`src/rtl/vio_route_ctrl_pkg.sv`:
```
// Shared constants and types for the vFPGA per-region route controller.
package lynxTypes;

   localparam int VIO_ROUTE_BITS = 14;
   localparam int N_REGIONS      = 5;

   typedef logic [VIO_ROUTE_BITS-1:0] vio_route_t;

   typedef enum logic [1:0] {UNCFG, IDLE, PKT} vio_route_state_t;

   // Region index width; a single region still needs a 1-bit select.
   function automatic int unsigned vio_region_bits(input int unsigned n);
      return (n > 1) ? $clog2(n) : 1;
   endfunction

endpackage

```
`src/rtl/vio_route_ctrl_if.sv`:
```
// Config port and user-stream/switch handshake bundle for vio_route_ctrl.
interface vio_route_ctrl_if
   import lynxTypes::*;
#(
   parameter int N_ID = N_REGIONS
);
   localparam int RW = vio_region_bits(N_ID);

   logic                  cfg_valid;
   logic                  cfg_ready;
   logic [RW-1:0]         cfg_region;
   vio_route_t            cfg_route;
   logic                  cfg_err;
   logic [N_ID-1:0][13:0] route_out;
   logic [N_ID-1:0]       cfg_pending;
   logic [N_ID-1:0]       cfg_active;
   logic [N_ID-1:0]       us_tvalid;
   logic [N_ID-1:0]       us_tlast;
   logic [N_ID-1:0]       us_tready;
   logic [N_ID-1:0]       sw_tvalid;
   logic [N_ID-1:0]       sw_tready;

   modport slave (
      input  cfg_valid, cfg_region, cfg_route, us_tvalid, us_tlast, sw_tready,
      output cfg_ready, cfg_err, route_out, cfg_pending, cfg_active, us_tready, sw_tvalid
   );

   modport master (
      output cfg_valid, cfg_region, cfg_route, us_tvalid, us_tlast, sw_tready,
      input  cfg_ready, cfg_err, route_out, cfg_pending, cfg_active, us_tready, sw_tvalid
   );

endinterface

```
`src/rtl/vio_route_ctrl_slot.sv`:
```
// One region's route slot: UNCFG/IDLE/PKT FSM, pending update, handshake gate.
// Optional per-region packet counter when VIO_ROUTE_STATS_EN is defined.
module vio_route_slot
   import lynxTypes::*;
#(
   parameter vio_route_t RST_ROUTE = '0
)(
   input  logic       aclk,
   input  logic       aresetn,
   input  logic       wr,
   input  vio_route_t wr_route,
   input  logic       us_tvalid,
   input  logic       us_tlast,
   input  logic       sw_tready,
   output logic       us_tready,
   output logic       sw_tvalid,
   output vio_route_t route,
   output logic       pend,
   output logic       active
`ifdef VIO_ROUTE_STATS_EN
   ,
   input  logic        stat_clr,
   output logic [31:0] stat_pkt_cnt
`endif
);

   vio_route_state_t state_q, state_d;
   logic             pend_q, pend_d;
   vio_route_t       pend_route_q, pend_route_d;
   vio_route_t       route_q, route_d;
   logic             gate_open;
   logic             fwd;
   logic             apply;
`ifdef VIO_ROUTE_STATS_EN
   logic [31:0]      cnt_q, cnt_d;
`endif

   always_ff @(posedge aclk or negedge aresetn) begin
      if (!aresetn) begin
         state_q      <= UNCFG;
         pend_q       <= 1'b0;
         pend_route_q <= RST_ROUTE;
         route_q      <= RST_ROUTE;
`ifdef VIO_ROUTE_STATS_EN
         cnt_q        <= '0;
`endif
      end else begin
         state_q      <= state_d;
         pend_q       <= pend_d;
         pend_route_q <= pend_route_d;
         route_q      <= route_d;
`ifdef VIO_ROUTE_STATS_EN
         cnt_q        <= cnt_d;
`endif
      end
   end

   always_comb begin
      fwd          = sw_tvalid & sw_tready;
      apply        = pend_q & (state_q != PKT);
      state_d      = state_q;
      pend_d       = pend_q;
      pend_route_d = pend_route_q;
      route_d      = route_q;
      if (apply) begin
         state_d = IDLE;
         route_d = pend_route_q;
         pend_d  = 1'b0;
      end else begin
         case (state_q)
            IDLE:    if (fwd && !us_tlast) state_d = PKT;
            PKT:     if (fwd &&  us_tlast) state_d = IDLE;
            default: state_d = state_q;
         endcase
      end
      // Writes are only accepted while pend is clear, so they never meet an apply.
      if (wr) begin
         pend_d       = 1'b1;
         pend_route_d = wr_route;
      end
`ifdef VIO_ROUTE_STATS_EN
      cnt_d = cnt_q;
      if (stat_clr)              cnt_d = '0;
      else if (fwd && us_tlast)  cnt_d = cnt_q + 32'd1;
`endif
   end

   always_comb begin
      gate_open = (state_q == PKT) | ((state_q == IDLE) & ~pend_q);
      sw_tvalid = gate_open & us_tvalid;
      us_tready = gate_open & sw_tready;
      route     = route_q;
      pend      = pend_q;
      active    = (state_q != UNCFG);
`ifdef VIO_ROUTE_STATS_EN
      stat_pkt_cnt = cnt_q;
`endif
   end

endmodule

```
`src/rtl/vio_route_ctrl.sv`:
```
// Per-region route controller: cfg decode, cfg_ready mux and sticky cfg_err;
// per-region state lives in vio_route_slot. Optional stats: VIO_ROUTE_STATS_EN.
module vio_route_ctrl
   import lynxTypes::*;
#(
   parameter int         N_ID      = N_REGIONS,
   parameter vio_route_t RST_ROUTE = '0
)(
   input logic            aclk,
   input logic            aresetn,
   vio_route_ctrl_if.slave io
`ifdef VIO_ROUTE_STATS_EN
   ,
   input  logic                  stat_clr,
   output logic [N_ID-1:0][31:0] stat_pkt_cnt
`endif
);

   localparam int          RW     = vio_region_bits(N_ID);
   localparam logic [RW:0] N_ID_W = (RW+1)'(N_ID);

   logic            in_range;
   logic            sel_pend;
   logic            accept;
   logic            cfg_err_q, cfg_err_d;
   logic [N_ID-1:0] wr;
   logic [N_ID-1:0] pend;

   always_comb begin
      in_range = {1'b0, io.cfg_region} < N_ID_W;
      sel_pend = 1'b0;
      for (int unsigned i = 0; i < N_ID; i++) begin
         if (io.cfg_region == RW'(i)) sel_pend = pend[i];
      end
      // Out-of-range writes are always taken so a bad master cannot stall the port.
      io.cfg_ready = in_range ? ~sel_pend : 1'b1;
      accept       = io.cfg_valid & io.cfg_ready;
      wr           = '0;
      for (int unsigned i = 0; i < N_ID; i++) begin
         wr[i] = accept & in_range & (io.cfg_region == RW'(i));
      end
      cfg_err_d = cfg_err_q | (accept & ~in_range);
   end

   always_ff @(posedge aclk or negedge aresetn) begin
      if (!aresetn) cfg_err_q <= 1'b0;
      else          cfg_err_q <= cfg_err_d;
   end

   assign io.cfg_err     = cfg_err_q;
   assign io.cfg_pending = pend;

   for (genvar g = 0; g < N_ID; g++) begin : g_slot
      vio_route_slot #(.RST_ROUTE(RST_ROUTE)) u_slot (
         .aclk         (aclk),
         .aresetn      (aresetn),
         .wr           (wr[g]),
         .wr_route     (io.cfg_route),
         .us_tvalid    (io.us_tvalid[g]),
         .us_tlast     (io.us_tlast[g]),
         .sw_tready    (io.sw_tready[g]),
         .us_tready    (io.us_tready[g]),
         .sw_tvalid    (io.sw_tvalid[g]),
         .route        (io.route_out[g]),
         .pend         (pend[g]),
         .active       (io.cfg_active[g])
`ifdef VIO_ROUTE_STATS_EN
         ,
         .stat_clr     (stat_clr),
         .stat_pkt_cnt (stat_pkt_cnt[g])
`endif
      );
   end

endmodule

```
`src/flat_wrapper.sv`:
```
// flat-port wrapper written by rule: the top's interface ports become plain ports
module vio_route_ctrl_flat import lynxTypes::*;
#(
   parameter int         N_ID      = N_REGIONS,
   parameter vio_route_t RST_ROUTE = '0
)
  (aclk, aresetn, io_cfg_valid, io_cfg_region, io_cfg_route, io_us_tvalid, io_us_tlast, io_sw_tready, io_cfg_ready, io_cfg_err, io_route_out, io_cfg_pending, io_cfg_active, io_us_tready, io_sw_tvalid);
  vio_route_ctrl_if #(.N_ID(N_ID)) io_i ();
  input logic aclk;
  input logic aresetn;
  input wire logic [$bits(io_i.cfg_valid)-1:0] io_cfg_valid;
  input wire logic [$bits(io_i.cfg_region)-1:0] io_cfg_region;
  input wire logic [$bits(io_i.cfg_route)-1:0] io_cfg_route;
  input wire logic [$bits(io_i.us_tvalid)-1:0] io_us_tvalid;
  input wire logic [$bits(io_i.us_tlast)-1:0] io_us_tlast;
  input wire logic [$bits(io_i.sw_tready)-1:0] io_sw_tready;
  output wire logic [$bits(io_i.cfg_ready)-1:0] io_cfg_ready;
  output wire logic [$bits(io_i.cfg_err)-1:0] io_cfg_err;
  output wire logic [$bits(io_i.route_out)-1:0] io_route_out;
  output wire logic [$bits(io_i.cfg_pending)-1:0] io_cfg_pending;
  output wire logic [$bits(io_i.cfg_active)-1:0] io_cfg_active;
  output wire logic [$bits(io_i.us_tready)-1:0] io_us_tready;
  output wire logic [$bits(io_i.sw_tvalid)-1:0] io_sw_tvalid;
  assign io_i.cfg_valid = io_cfg_valid;
  assign io_i.cfg_region = io_cfg_region;
  assign io_i.cfg_route = io_cfg_route;
  assign io_i.us_tvalid = io_us_tvalid;
  assign io_i.us_tlast = io_us_tlast;
  assign io_i.sw_tready = io_sw_tready;
  assign io_cfg_ready = io_i.cfg_ready;
  assign io_cfg_err = io_i.cfg_err;
  assign io_route_out = io_i.route_out;
  assign io_cfg_pending = io_i.cfg_pending;
  assign io_cfg_active = io_i.cfg_active;
  assign io_us_tready = io_i.us_tready;
  assign io_sw_tvalid = io_i.sw_tvalid;
  vio_route_ctrl #(.N_ID(N_ID), .RST_ROUTE(RST_ROUTE)) u_core (.aclk(aclk), .aresetn(aresetn), .io(io_i));
endmodule
```
`config.mk`:
```
export PLATFORM = sky130hd
export DESIGN_NAME = vio_route_ctrl_flat
export DESIGN_NICKNAME = d
export VERILOG_FILES = /design/src/rtl/vio_route_ctrl_pkg.sv /design/src/rtl/vio_route_ctrl_if.sv /design/src/rtl/vio_route_ctrl_slot.sv /design/src/rtl/vio_route_ctrl.sv /design/src/flat_wrapper.sv
export SDC_FILE = /design/constraint.sdc
export NUM_CORES = 1
export LEC_CHECK = 0
export CAP_MARGIN = 20
export CORE_AREA = 8 8 155 171
export DETAILED_ROUTE_END_ITERATION = 6
export DIE_AREA = 0 0 163 179
export PLACE_DENSITY = 0.46
export RECOVER_POWER = 50
export SLEW_MARGIN = 20
export SYNTH_ARGS = -nofsm -noshare
export SYNTH_HDL_FRONTEND = slang
export SYNTH_HIERARCHICAL = 1
export SYNTH_SLANG_ARGS = --single-unit
```
`constraint.sdc`:
```
create_clock -name aclk -period 2.6 [get_ports aclk]
set_input_delay 0.52 -clock aclk [delete_from_list [all_inputs] [get_ports aclk]]
set_output_delay 0.52 -clock aclk [all_outputs]
set_load 0.05 [all_outputs]
```
# Word-level counts from Yosys, hierarchy flattened

Cells that the tools add are included.

Bits in registers: 156
Input bits: 35
Output and inout port bits: 92
Word-level logic and storage cells: 169

Magnitude comparators: 1
Equal/unequal tests: 29
Mux-type cells: 36
Bitwise gates (word level): 46
Reductions and logical operators: 36

Operators by type and width:

| cell                                           | count |
|---|---|
| bitwise AND 1 bit                              | 33 |
| 2-to-1 mux 2 bit                               | 15 |
| inequality test 3 bit (second input constant)  | 10 |
| one-hot mux 2 bit (2 select lines)             | 5 |
| nonzero test 2 bit                             | 10 |
| 2-to-1 mux 1 bit                               | 16 |
| AND reduction 3 bit                            | 5 |
| nonzero test 3 bit                             | 5 |
| == test 2 x 1 -> 1 bit (second input constant) | 5 |
| == test 2 bit (second input constant)          | 5 |
| logical AND 1 bit                              | 10 |
| inequality test 2 bit (second input constant)  | 5 |
| inverter 1 bit                                 | 7 |
| == test 3 x 2 -> 1 bit (second input constant) | 2 |
| OR 1 bit                                       | 6 |
| zero test 1 bit                                | 5 |
| == test 3 x 1 -> 1 bit (second input constant) | 1 |
| == test 3 bit (second input constant)          | 1 |
| zero test 3 bit                                | 1 |
| < comparator 3 bit (second input constant)     | 1 |

# Logic depth before layout (Yosys ltp)

Word-level depth: 12
Gate-level depth with buffers: 5
Mapped depth without buffers: 3

# By module

The synthesis kept the hierarchy.

Modules (own cells, without submodules):

| module         | times used | cells an instance | area an instance (µm²) | sequential area each (µm²) |
|---|---|---|---|---|
| vio_route_slot | 5          | 78                | 1,267.5                | 775.7 |
| vio_route_ctrl | 1          | 17                | 150.1                  | 25.0 |

# Worst setup path before layout

OpenSTA, ideal clock, no wires.

Kind: register to output
Start: register u_core.g_slot[4].u_slot.pend_q
End: output port io_cfg_ready
Arrival: 2,003 ps
Required time: 2,080 ps
Setup slack: 77 ps
Stages on the path, launching flop included: 3
Path buffers: 0
Path through: dfrtp_1 and4bb_1 nor3_1

Word-level cells in the longest chain between the ends: 3

RTL lines:

| element                | line                      | text |
|---|---|---|
| start, declared        | vio_route_ctrl_slot.sv:28 | `logic pend_q, pend_d;` |
| start signal, assigned | vio_route_ctrl_slot.sv:49 | `pend_q <= pend_d;` |
| 2-to-1 mux 1 bit       | vio_route_ctrl.sv:33      | `if (io.cfg_region == RW'(i)) sel_pend = pend[i];` |
| inverter 1 bit         | vio_route_ctrl.sv:36      | `io.cfg_ready = in_range ? ~sel_pend : 1'b1;` |
| 2-to-1 mux 1 bit       | vio_route_ctrl.sv:36      |  |
| end, declared          | flat_wrapper.sv:17        | `output wire logic [$bits(io_i.cfg_ready)-1:0] io_cfg_ready;` |

Every way passes these cells.

# Worst setup path in the final report

Start: input port io_cfg_region[0]
End: output port io_cfg_ready

Word-level cells in the longest chain between the ends: 8
Elaborated cells on any way between the ends: 13
Classes of those cells: 1 x order compare; 4 x eq/ne; 6 x mux; 1 x bitwise; 1 x reduce/logical

RTL lines:

| element                       | line                 | text |
|---|---|---|
| start, declared               | flat_wrapper.sv:12   | `input wire logic [$bits(io_i.cfg_region)-1:0] io_cfg_region;` |
| zero test 3 bit               | vio_route_ctrl.sv:33 |  |
| 2-to-1 mux 1 bit (5 in a row) | vio_route_ctrl.sv:33 |  |
| inverter 1 bit                | vio_route_ctrl.sv:36 |  |
| 2-to-1 mux 1 bit *            | vio_route_ctrl.sv:36 |  |

Every way passes the cells marked *; elsewhere a longest branch is shown, timed or not.

==> run_results.csv <==
group,metric,value,unit
synth,syn_inst,407,
drt,initialDrtViolationCount,191,
cts,postCtsSetupRepairBufs,0,
drt,routed_wl,15600,µm
synth,ys_seq_elements,156,
synth,yosysWarnings,6,
global_route,grt_pass1_vias,4160,
synth,synthMuxAreaShare,27.5,%
die,rows,59,
synth,async_flop_share,100,%
critical_path,critPathTopFamily,"buffers and inverters",
drt,routed_via_density,4.33,
synth,synth_top_area_share,60.2,%
synth,yosys-top-cells-area,"dfrtp_1, mux2_2, mux2_4, buf_12, nand2b_4",
synth,ys_types,29,
place,placed_cell_area,8160,µm²
final_layout,final_nets,584,
drt,ant_nets,0,
final_layout,syn2layout_area_growth,32.6,%
synth,yosysTopAreaCell,"dfrtp_1",
final_layout,final_area,8600,µm²
die,die_h,179,µm
critical_path,startpoint,"io_cfg_region[0]",
place,dpl.cell_count,834,
cts,cts_sinks,156,
global_route,antenna_found_initial,0,
drt,drc,0,
global_route,grt_max_degree,66,
critical_path,start_kind,"input port",
critical_path,worstPathCellList,"clkdlybuf4s50_1, mux2i_1, nor3b_1, nor3_1, buf_4, buf_12",
final_layout,layout-drive-gt1-share,34.2,%
cts,clk_latency,0.41,ns
synth,syn-mean-instance-area,15.9,µm²
die,top_level_ports,127,
synth,syn_nets,442,
critical_path,reg2reg_from,"u_core/g_slot[0].u_slot/state_q[0]",
synth,synth_seq_area_share,60.2,%
sta,tightestPinTransition,1.51,ns
final_layout,antenna_cells,0,
cts,cts-htree-levels,4,
power_and_ir_drop,peakVddDrop,0.579,mV
cts,cts_buffers,17,
synth,ys.flop_type,"dfrtp_1",
final_layout,stdcell_count,866,
synth,synth.cell_area,6490,µm²
flow_run,max-cap-violations,1,
final_layout,nFillCells,2254,
critical_path,crit_arrival,1.97,ns
critical_path,critPathSlowestCell,"clkdlybuf4s50_1",
synth,synth_compound_area_share,3.59,%
synth,synth_xor_area_share,0,%
worst_hold_path,min_path_type,"flop to flop",
synth,synth-edff-count,0,
cts,cts_hold_buf,1,
synth,synth-simple-area-share,5.96,%
place,dp_hpwl,11300,µm
sta,fin_crit,2.49,ns
critical_path,crit_buf_inv,3,
die,die_x,163,µm
cts,clockRootBuffer,"clkbuf_16",
synth,synth_most_common_cell,"dfrtp_1",
worst_hold_path,hp-start,"u_core/g_slot[1].u_slot/pend_route_q[2]",
sta,maxSlewHeadroom,-0.671,%
synth,synthTopCellsByCount,"dfrtp_1, mux2_2, mux2_4",
sta,report.final.slew_viol_count,31,
critical_path,end_kind,"primary output",
critical_path,critical_path.max_fanout,7,
global_route,grt_pass1_wl,24700,µm
cts,clock_path_buffers,2,
place,gp_congestion,0.749,
drt,routedWlPerCell,18.0,µm
power_and_ir_drop,cellLeakagePower,0.00375,µW
sta,fin_worst_skew,0.00470,ns
critical_path,worstSetupPathType,"input port to primary output",
global_route,grt_usage,11.2,%
sta,final-setup-viol-count,0,
die,fp.coreArea,23500,µm²
place,numPortBuffers,126,
drt,num_vias,3753,
sta,rsz0062_at_grt,"false",
drt,drt-pass1-iter-count,5,
critical_path,max_stage_delay,0.65,ns
cts,clk_pin_slew_worst_paths,0.06,ns
synth,synth_top_family_by_area,"multiplexers",
outcome,violations,"max-capacitance violations, max-slew violations",
outcome,status,"finished with violations",
cts,cts_tree,"built",
sta,fmax,401,MHz
cts,cts_resized,0,
global_route,gr-total-overflow,0,
sta,final_hold_viol_count,0,
die,initial_core_util,27.6,%
die,die-area,29200,µm²
sta,finalCritPeriodShare,95.9,%
sta,tns,0,ns
critical_path,required,2.08,ns
power_and_ir_drop,power.density,1320,nW/µm²
synth,synthAdderAreaFrac,0,%
final timing paths:
check	endpoint	slack [ns]	depth (start not counted)
worst max-delay path	io_cfg_ready	0.11	6
worst min-delay path	u_core/g_slot[1].u_slot/route[2]	0.48	1
worst max register to register	u_core/g_slot[0].u_slot/route[6]	0.84	3
worst min register to register	u_core/g_slot[1].u_slot/route[2]	0.48	1
max in group asynchronous	u_core/g_slot[3].u_slot/route[10]	0.41	3
min in group asynchronous	u_core/g_slot[4].u_slot/route[4]	1.14	2
kinds of logic after synthesis:
| family | Yosys count |
|---|---|
| flops | 156 |
| mux | 142 |
| simple gates | 52 |
| compound gates | 36 |
| buf+inv | 21 |
cell usage in the layout (no fill, tap or decap), types with 8 or more instances in the layout:
cell type	count
nand2_1	9
clkbuf_16	17
a21oi_1	10
buf_12	8
mux2_4	26
buf_4	15
dfrtp_1	156
mux2_2	90
clkdlybuf4s50_1	110
nor2b_1	10
mux2_1	24
cell type report:
type	count	area [µm²]	area share, %
Clock buffer	20	457	5.31
Clock inverter	11	119	1.38
Inverter	5	18.8	0.218
Multi-Input combinational cell	230	2290	26.6
Sequential cell	156	3900	45.4
Tap cell	305	382	4.44
Timing Repair Buffer	139	1430	16.7
sequential cells by signal, summed over array words and instances, names as in the netlist:
signal	flops
u_core/g_slot.u_slot/route	70
u_core/g_slot.u_slot/pend_route_q	70
u_core/g_slot.u_slot/pend	5
u_core/g_slot.u_slot/state_q	10
u_core/io.cfg_err	1
metrics by stage:
stage / setup WS (ns) / hold slack (ns) / total power (µW) / utilization [%]
3_5_place_dp: 0.107 / 0.430 / 9240 / 34.8
5_1_grt: 0.00807 / 0.500 / 11900 / 36.6
4_1_cts: 0.108 / 0.503 / 11700 / 37.3
3_3_place_gp: 0.122 / 0.427 / 9160 / 34.8
6_report: 0.106 / 0.481 / 11300 / 36.6
2_1_floorplan: 0.0769 / 0.224 / 7380 / -
power breakdown:
part           switching, µW  total, µW  leakage [µW]  internal, µW
logic                   3040       5040       0.00158          2000
clock network            968       2420      0.000274          1450
registers                584       3880       0.00189          3300
routing by layer:
layer | share of wire, % | track usage [%] | routed length, µm | up-vias
li1 | - | - | - | 1728
met1 | 44 | 13.8 | 6880 | 1933
met2 | 50 | 18.5 | 7800 | 83
met3 | 4.9 | 3.47 | 762 | 9
met4 | 1.0 | 3.83 | 157 | 0
met5 | 0 | 0 | 0 | -
Power figures use the tool's default switching activity.
